$ cat config.mk
export PLATFORM = sky130hd
export DESIGN_NAME = nv_nvdla_sdp_pipe_skid_fifo
export DESIGN_NICKNAME = d
export VERILOG_FILES = /design/src/rtl/nv_nvdla_sdp_pipe_pkg.sv /design/src/rtl/nv_nvdla_sdp_pipe_ram.sv /design/src/rtl/nv_nvdla_sdp_pipe_skid_fifo.sv
export SDC_FILE = /design/constraint.sdc
export NUM_CORES = 2
export LEC_CHECK = 0
export ABC_AREA = 1
export BUFFER_PORTS_ARGS = -buffer_cell sky130_fd_sc_hd__buf_2
export CAP_MARGIN = 20
export CORE_AREA = 10 10 390 392
export DETAILED_ROUTE_END_ITERATION = 7
export DIE_AREA = 0 0 400 402
export GPL_TIMING_DRIVEN = 0
export SKIP_CTS_REPAIR_TIMING = 1
export SLEW_MARGIN = 40
export SYNTH_ARGS = -nofsm -noshare
export SYNTH_HDL_FRONTEND = slang
export SYNTH_SLANG_ARGS = --single-unit
$ cat constraint.sdc
create_clock -name nvdla_core_clk -period 34.3 [get_ports nvdla_core_clk]
set_clock_uncertainty 0.05 [all_clocks]
set_input_delay 1.715 -clock nvdla_core_clk [delete_from_list [all_inputs] [get_ports nvdla_core_clk]]
set_output_delay 1.715 -clock nvdla_core_clk [all_outputs]
set_load 0.05 [all_outputs]
$ cat src/rtl/nv_nvdla_sdp_pipe_pkg.sv
// Shared constants and helpers for the SDP pipe skid FIFO.
package nv_nvdla_sdp_pipe_pkg;

  localparam int STALL_CNT_W = 32;
  localparam logic [STALL_CNT_W-1:0] STALL_CNT_MAX = 32'hFFFF_FFFF;

  // ceil(log2(n)), never below 1 so single-entry arrays still get an address bit
  function automatic int occ_width(input int n);
    int w;
    int p;
    w = 32'sd1;
    p = 32'sd2;
    for (int i = 0; i < 31; i++) begin
      if (p < n) begin
        p = p * 32'sd2;
        w = w + 32'sd1;
      end
    end
    return w;
  endfunction

endpackage

$ cat src/rtl/nv_nvdla_sdp_pipe_ram.sv
// DEPTH x DW skid storage: one synchronous write port, asynchronous read of the head.
module nv_nvdla_sdp_pipe_ram
  import nv_nvdla_sdp_pipe_pkg::*;
#(
  parameter int DW    = 512,
  parameter int DEPTH = 2,
  parameter int AW    = occ_width(DEPTH)
) (
  input  logic          i_clk,
  input  logic          i_we,
  input  logic [AW-1:0] i_waddr,
  input  logic [DW-1:0] i_wdata,
  input  logic [AW-1:0] i_raddr,
  output logic [DW-1:0] o_rdata
);

  logic [DW-1:0] r_mem [DEPTH];

  always_ff @(posedge i_clk) begin
    if (i_we) begin
      r_mem[i_waddr] <= i_wdata;
    end
  end

  assign o_rdata = r_mem[i_raddr];

endmodule

$ cat src/rtl/nv_nvdla_sdp_pipe_skid_fifo.sv
// SDP valid/ready pipe stage: registered ready, DEPTH-entry skid FIFO, registered output.
// Optional stall counter on perf_stall_cnt when SDP_PIPE_PERF_EN is defined.
module nv_nvdla_sdp_pipe_skid_fifo
  import nv_nvdla_sdp_pipe_pkg::*;
#(
  parameter int DW    = 512,
  parameter int DEPTH = 2,
  parameter int OCC_W = occ_width(DEPTH + 2)
) (
  input  logic                   nvdla_core_clk,
  input  logic                   nvdla_core_rst,
  input  logic                   in_pvld,
  output logic                   in_prdy,
  input  logic [DW-1:0]          in_pd,
  output logic                   out_pvld,
  input  logic                   out_prdy,
  output logic [DW-1:0]          out_pd,
  input  logic                   flush,
  output logic [OCC_W-1:0]       occ
`ifdef SDP_PIPE_PERF_EN
 ,output logic [STALL_CNT_W-1:0] perf_stall_cnt
`endif
);

  localparam int AW = occ_width(DEPTH);

  logic [OCC_W-1:0] r_count, w_count_nxt, r_occ, w_occ_nxt;
  logic [AW-1:0]    r_wptr, r_rptr, w_wptr_inc, w_rptr_inc;
  logic             r_in_prdy, r_out_pvld, w_in_prdy_nxt, w_out_pvld_nxt;
  logic [DW-1:0]    r_out_pd, w_head;
  logic             w_accept, w_ld, w_empty, w_fifo_wr, w_fifo_rd;

  assign w_accept  = in_pvld & r_in_prdy;
  assign w_ld      = ~r_out_pvld | out_prdy;
  assign w_empty   = (r_count == '0);
  assign w_fifo_rd = w_ld & ~w_empty;
  // Only the bypass case (empty FIFO, output free) keeps an accepted beat out of the FIFO
  assign w_fifo_wr = w_accept & ~(w_ld & w_empty);

  assign w_wptr_inc = (r_wptr == AW'(DEPTH - 1)) ? '0 : r_wptr + AW'(1);
  assign w_rptr_inc = (r_rptr == AW'(DEPTH - 1)) ? '0 : r_rptr + AW'(1);

  always_comb begin
    w_count_nxt    = r_count + OCC_W'(w_fifo_wr) - OCC_W'(w_fifo_rd);
    w_out_pvld_nxt = w_ld ? (~w_empty | w_accept) : 1'b1;
    w_in_prdy_nxt  = 1'b0;
    if (flush) begin
      w_count_nxt    = '0;
      w_out_pvld_nxt = 1'b0;
      w_in_prdy_nxt  = 1'b0;
    end else begin
      w_in_prdy_nxt  = (w_count_nxt < OCC_W'(DEPTH));
    end
    w_occ_nxt = w_count_nxt + OCC_W'(w_out_pvld_nxt);
  end

  always_ff @(posedge nvdla_core_clk or posedge nvdla_core_rst) begin
    if (nvdla_core_rst) begin
      r_count    <= '0;
      r_wptr     <= '0;
      r_rptr     <= '0;
      r_in_prdy  <= 1'b1;
      r_out_pvld <= 1'b0;
      r_occ      <= '0;
    end else begin
      r_count    <= w_count_nxt;
      r_in_prdy  <= w_in_prdy_nxt;
      r_out_pvld <= w_out_pvld_nxt;
      r_occ      <= w_occ_nxt;
      if (flush) begin
        r_wptr <= '0;
        r_rptr <= '0;
      end else begin
        if (w_fifo_wr) r_wptr <= w_wptr_inc;
        if (w_fifo_rd) r_rptr <= w_rptr_inc;
      end
    end
  end

  // Payload is unreset; it is only meaningful while out_pvld is high
  always_ff @(posedge nvdla_core_clk) begin
    if (w_ld) begin
      r_out_pd <= w_empty ? in_pd : w_head;
    end
  end

  nv_nvdla_sdp_pipe_ram #(
    .DW    (DW),
    .DEPTH (DEPTH),
    .AW    (AW)
  ) u_ram (
    .i_clk   (nvdla_core_clk),
    .i_we    (w_fifo_wr),
    .i_waddr (r_wptr),
    .i_wdata (in_pd),
    .i_raddr (r_rptr),
    .o_rdata (w_head)
  );

  assign in_prdy  = r_in_prdy;
  assign out_pvld = r_out_pvld;
  assign out_pd   = r_out_pd;
  assign occ      = r_occ;

`ifdef SDP_PIPE_PERF_EN
  logic [STALL_CNT_W-1:0] r_stall_cnt;

  always_ff @(posedge nvdla_core_clk or posedge nvdla_core_rst) begin
    if (nvdla_core_rst) begin
      r_stall_cnt <= '0;
    end else if (flush) begin
      r_stall_cnt <= '0;
    end else if (r_out_pvld && !out_prdy && (r_stall_cnt != STALL_CNT_MAX)) begin
      r_stall_cnt <= r_stall_cnt + 32'd1;
    end
  end

  assign perf_stall_cnt = r_stall_cnt;
`endif

endmodule
## After elaboration in Yosys (flattened, before gate mapping)

Memory sizes are Yosys's and may differ from the RTL's.
Cells that the tools add are included.

- Add/sub/neg operators: 5
- Magnitude comparators: 1
- Muxes and demuxes: 13
- Bitwise operators: 9
- Reductions and logical operators: 3

Operator list:

| cell | number |
|---|---|
| $mux W512 | 1 |
| $mux W1 | 11 |
| $add A2 B1 Y2 | 2 |
| $and A1 B1 Y1 | 4 |
| $reduce_bool A2 Y1 | 2 |
| $not A1 Y1 | 3 |
| $add A1 B1 Y1 const B | 2 |
| $logic_not A2 Y1 | 1 |
| $lt A2 B2 Y1 const B | 1 |
| $mux W2 | 1 |
| $or A1 B1 Y1 | 2 |
| $sub A2 B1 Y2 | 1 |

- Bits in registers: 520
- Memory bits (writable): 1024
- Input port bits: 517
- Output and inout port bits: 516
- Word-level logic and storage cells: 39
- Memories kept: 1

Memories:

| name | words | width | rd ports | clocked after memory_dff | wr ports | line | RTL |
|---|---|---|---|---|---|---|---|
| u_ram.r_mem | 2 | 512 | 1 | 0 | 1 | nv_nvdla_sdp_pipe_ram.sv:17 | `logic [DW-1:0] r_mem [DEPTH];` |

## Logic depth before layout (Yosys ltp)

- Depth in word-level cells: 9
- Depth in mapped cells: 14
- Gate-level depth less buffers: 14

## By module

A second synthesis with hierarchy kept.

- Cell total of the unflattened synthesis: 4896
- Area total of the unflattened synthesis: 59652.2 µm²

By module, submodules not included:

| module | times used | cells an instance | area each (µm²) | sequential area each (µm²) |
|---|---|---|---|---|
| nv_nvdla_sdp_pipe_ram | 1 | 2678 | 37382.1 | 30749.5 |
| nv_nvdla_sdp_pipe_skid_fifo | 1 | 2218 | 22270.1 | 15576.2 |

## Worst setup path before layout

Ideal clock, no wire load.

- Path kind: input-to-reg
- Start: input out_prdy
- End: memory u_ram.r_mem[1][0] (enable)
- Library setup time: 1.404 ns
- Arrival time: 33.566 ns
- Required time: 32.846 ns
- Slack: -0.719 ns
- Stages: 5
- Path buffers: 0
- Path through: inv_1 nand2_1 nand2_1 nand2_1 nor2_1

- Longest elaborated chain between the ends: 6

RTL lines:

| what | line | RTL |
|---|---|---|
| start: declaration | nv_nvdla_sdp_pipe_skid_fifo.sv:16 | `input logic out_prdy,` |
| $or A1 B1 Y1 | nv_nvdla_sdp_pipe_skid_fifo.sv:34 | `assign w_ld = ~r_out_pvld \| out_prdy;` |
| net w_ld | nv_nvdla_sdp_pipe_skid_fifo.sv:31 | `logic w_accept, w_ld, w_empty, w_fifo_wr, w_fifo_rd;` |
| $and A1 B1 Y1 | nv_nvdla_sdp_pipe_skid_fifo.sv:38 | `assign w_fifo_wr = w_accept & ~(w_ld & w_empty);` |
| $not A1 Y1 | nv_nvdla_sdp_pipe_skid_fifo.sv:38 |  |
| $and A1 B1 Y1 | nv_nvdla_sdp_pipe_skid_fifo.sv:38 |  |
| $mux W1 | nv_nvdla_sdp_pipe_ram.sv:20 | `if (i_we) begin` |
| $mux W1 (not written as such) | nv_nvdla_sdp_pipe_ram.sv:21 | `r_mem[i_waddr] <= i_wdata;` |
| end: declaration | nv_nvdla_sdp_pipe_ram.sv:17 |  |

The timed path passes the listed nets, and every way through them passes these cells.

## Worst setup path in the final report

- Start: input out_prdy
- End: memory u_ram.r_mem[0][231] (enable)

The elaborated chain is that of the path after synthesis.

==> results.toml <==
[run_status]
outcome = "completed"

[sta]
rsz0062_at_grt = "false"
final-max-slew-violation-count = 0
setup_viol = 0
fin_crit_ps = 4460
holdWs_ps = 535
fmax_ghz = 0.224
finalWorstSetupSlack_ps = 29840
relSlewSlack = 0.495
finalHoldViolations = 0
post-route-period-util = 0.130
worst_pin_slew_ps = 758
fin_setup_tns_ps = 0

[cts]
cts_max_path_buffers = 3
h-tree-depth = 4
cts_tree = "yes"
root_buffer = "clkbuf_16"
clock_latency_ps = 790
cts_buffers = 163
cts_num_sinks = 1544
clk_pin_slew_ps = 70

[critical_path]
worstSetupEndpointType = "flop"
critPathArrivalTime_ps = 4870
rr_startpoint = "out_pvld"
rr_endpoint = "u_ram.r_mem[0][231]"
worstPathMaxFanout = 35
r2r_slack_ps = 30460
r2r_cells = 14
worstSetupPathType = "input pin to flop"
cp-start-kind = "input pin"
crit_required_ps = 34710

[die]
die_area_mm2 = 0.161
coreArea_mm2 = 0.145
ios = 1033
rows = 140
die_width_um = 400
die_h_um = 402
initial_core_util = 0.392

[finish]
final_common_cell = "edfxtp_1"
stdcell_count = 7233
stdcell_area_mm2 = 0.0713
fin_util = 0.493
drive_above_1_share = 0.286
layout.nets = 5671
syn2layout_area_growth_pct = 25.9
mostFrequentLayoutCells = "edfxtp_1 (1536), buf_2 (1180), a21oi_1 (1026)"

[synth]
synth_edf_count = 1536
ys_ff_latch = 1544
syn_nets = 4382
async_flop_share = 0.00518
synthFlopType = "edfxtp_1"
synth.distinct_cells = 19
avgSynthCellArea_um2 = 14.7
synth-seq-area-share = 0.818
ys.warnings.count = 0
netlist_area_mm2 = 0.0567
syn_inst = 3863

[route]
initialDrtViolationCount = 3084
vias = 37100
routedWlPerCell_um = 25.3
viasPerCell = 5.13
drc_errors = 0
drt.antenna.violating_nets = 0
routed_wl_mm = 183
drtPass1Iterations = 5

[global_routing]
grt_start_max_net_pins = 38
grt_usage = 0.218
grt_pass1_vias = 36600
grt-ovfl-total = 0
grt_pass1_wl_mm = 257
antenna_found_initial = 127

[placed_design]
dpl_worst_slack_ps = 29060
hpwl_mm = 134
portBuffers = 1032
place_area_mm2 = 0.0662
place.gp.congestion = 0.819
place_inst = 6904

[pwr]
p_leak_nw = 27.4
power_density_mw_per_mm2 = 109
total_power_mw = 7.76
irDropWorstVdd_uv = 95.9

[hold_path]
min_to = "out_pd[424]"
hold_start = "u_ram.r_mem[0][424]"
hold_class = "flop to flop"
whs_path_depth = 2

[flow_run]
maxCapViolations = 0
==> state kept, by name, summed over array words and instances, names as in the netlist <==
name         cells
out_pd         512
u_ram.r_mem   1024
r_wptr           1
r_rptr           1
in_prdy          1
r_count          2
occ              2
out_pvld         1
==> synthesized netlist by cell type (all sizes together), types with 2 or more instances <==
master / n / area, um2
a21oi: 1026 / 5130
buf: 166 / 910
clkbuf: 59 / 233
dfrtp: 7 / 175
edfxtp: 1536 / 46100
ha: 2 / 25.0
inv: 15 / 56.3
nand2: 525 / 1980
nand3: 3 / 15.0
nor2: 519 / 1960
o21ai: 3 / 15.0
==> metal layers <==
metal,up-vias,track usage,share of wire
li1,16800,-,-
met4,110,0.104,0.048
met1,18200,0.258,0.36
met2,1516,0.355,0.48
met3,442,0.0759,0.10
met5,-,0,0.0036
==> report_power, final <==
part | internal [mW] | total (mW) | switching, mW | leakage (nW)
clock network | 0.942 | 1.67 | 0.732 | 2.44
logic | 0.721 | 3.27 | 2.55 | 10.4
registers | 2.67 | 2.81 | 0.140 | 14.6
==> critical path: stages <==
cell and delay [ps]:
buf_2 140, inv_1 90, nand2_4 290, buf_12 310, buf_12 210, nand2_1 130, nand2_1 150, nor2_4 280
buf_16 200, buf_8 170, buf_16 170, buf_16 170, buf_16 160, buf_8 200, buf_16 170, buf_8 190
==> worst max-delay path by stage <==
stage | start | to | slack, ps | cells after the start
final | out_prdy | u_ram.r_mem[0][231] | 29840 | 16
after CTS | out_prdy | u_ram.r_mem[0][231] | 29890 | 16
after global placement | out_prdy | u_ram.r_mem[0][301] | -23880 | 6
after floorplan | out_prdy | u_ram.r_mem[1][0] | -720 | 5
after global routing | out_prdy | u_ram.r_mem[0][223] | 29720 | 16
after detailed placement | out_prdy | u_ram.r_mem[0][212] | 29060 | 16
==> cell families after synthesis <==
kind of cell / synth area share
flops: 0.818
simple gates: 0.0698
fa+ha+maj: 0.000442
compound gates: 0.0909
buf+inv: 0.0212
==> area by class of cell <==
| type | count | area [um2] |
|---|---|---|
| plain buffers | 225 | 1140 |
| clock inverters | 77 | 719 |
| flip-flops and latches | 1544 | 46300 |
| inverters | 15 | 56.3 |
| well taps | 1917 | 2400 |
| clock buffers | 211 | 4300 |
| fillers | 12500 | 73200 |
| repair buffers | 1124 | 7110 |
| diodes | 41 | 103 |
| multi-input cells | 2079 | 9150 |
Note: power is estimated with default switching activity, not from simulation.
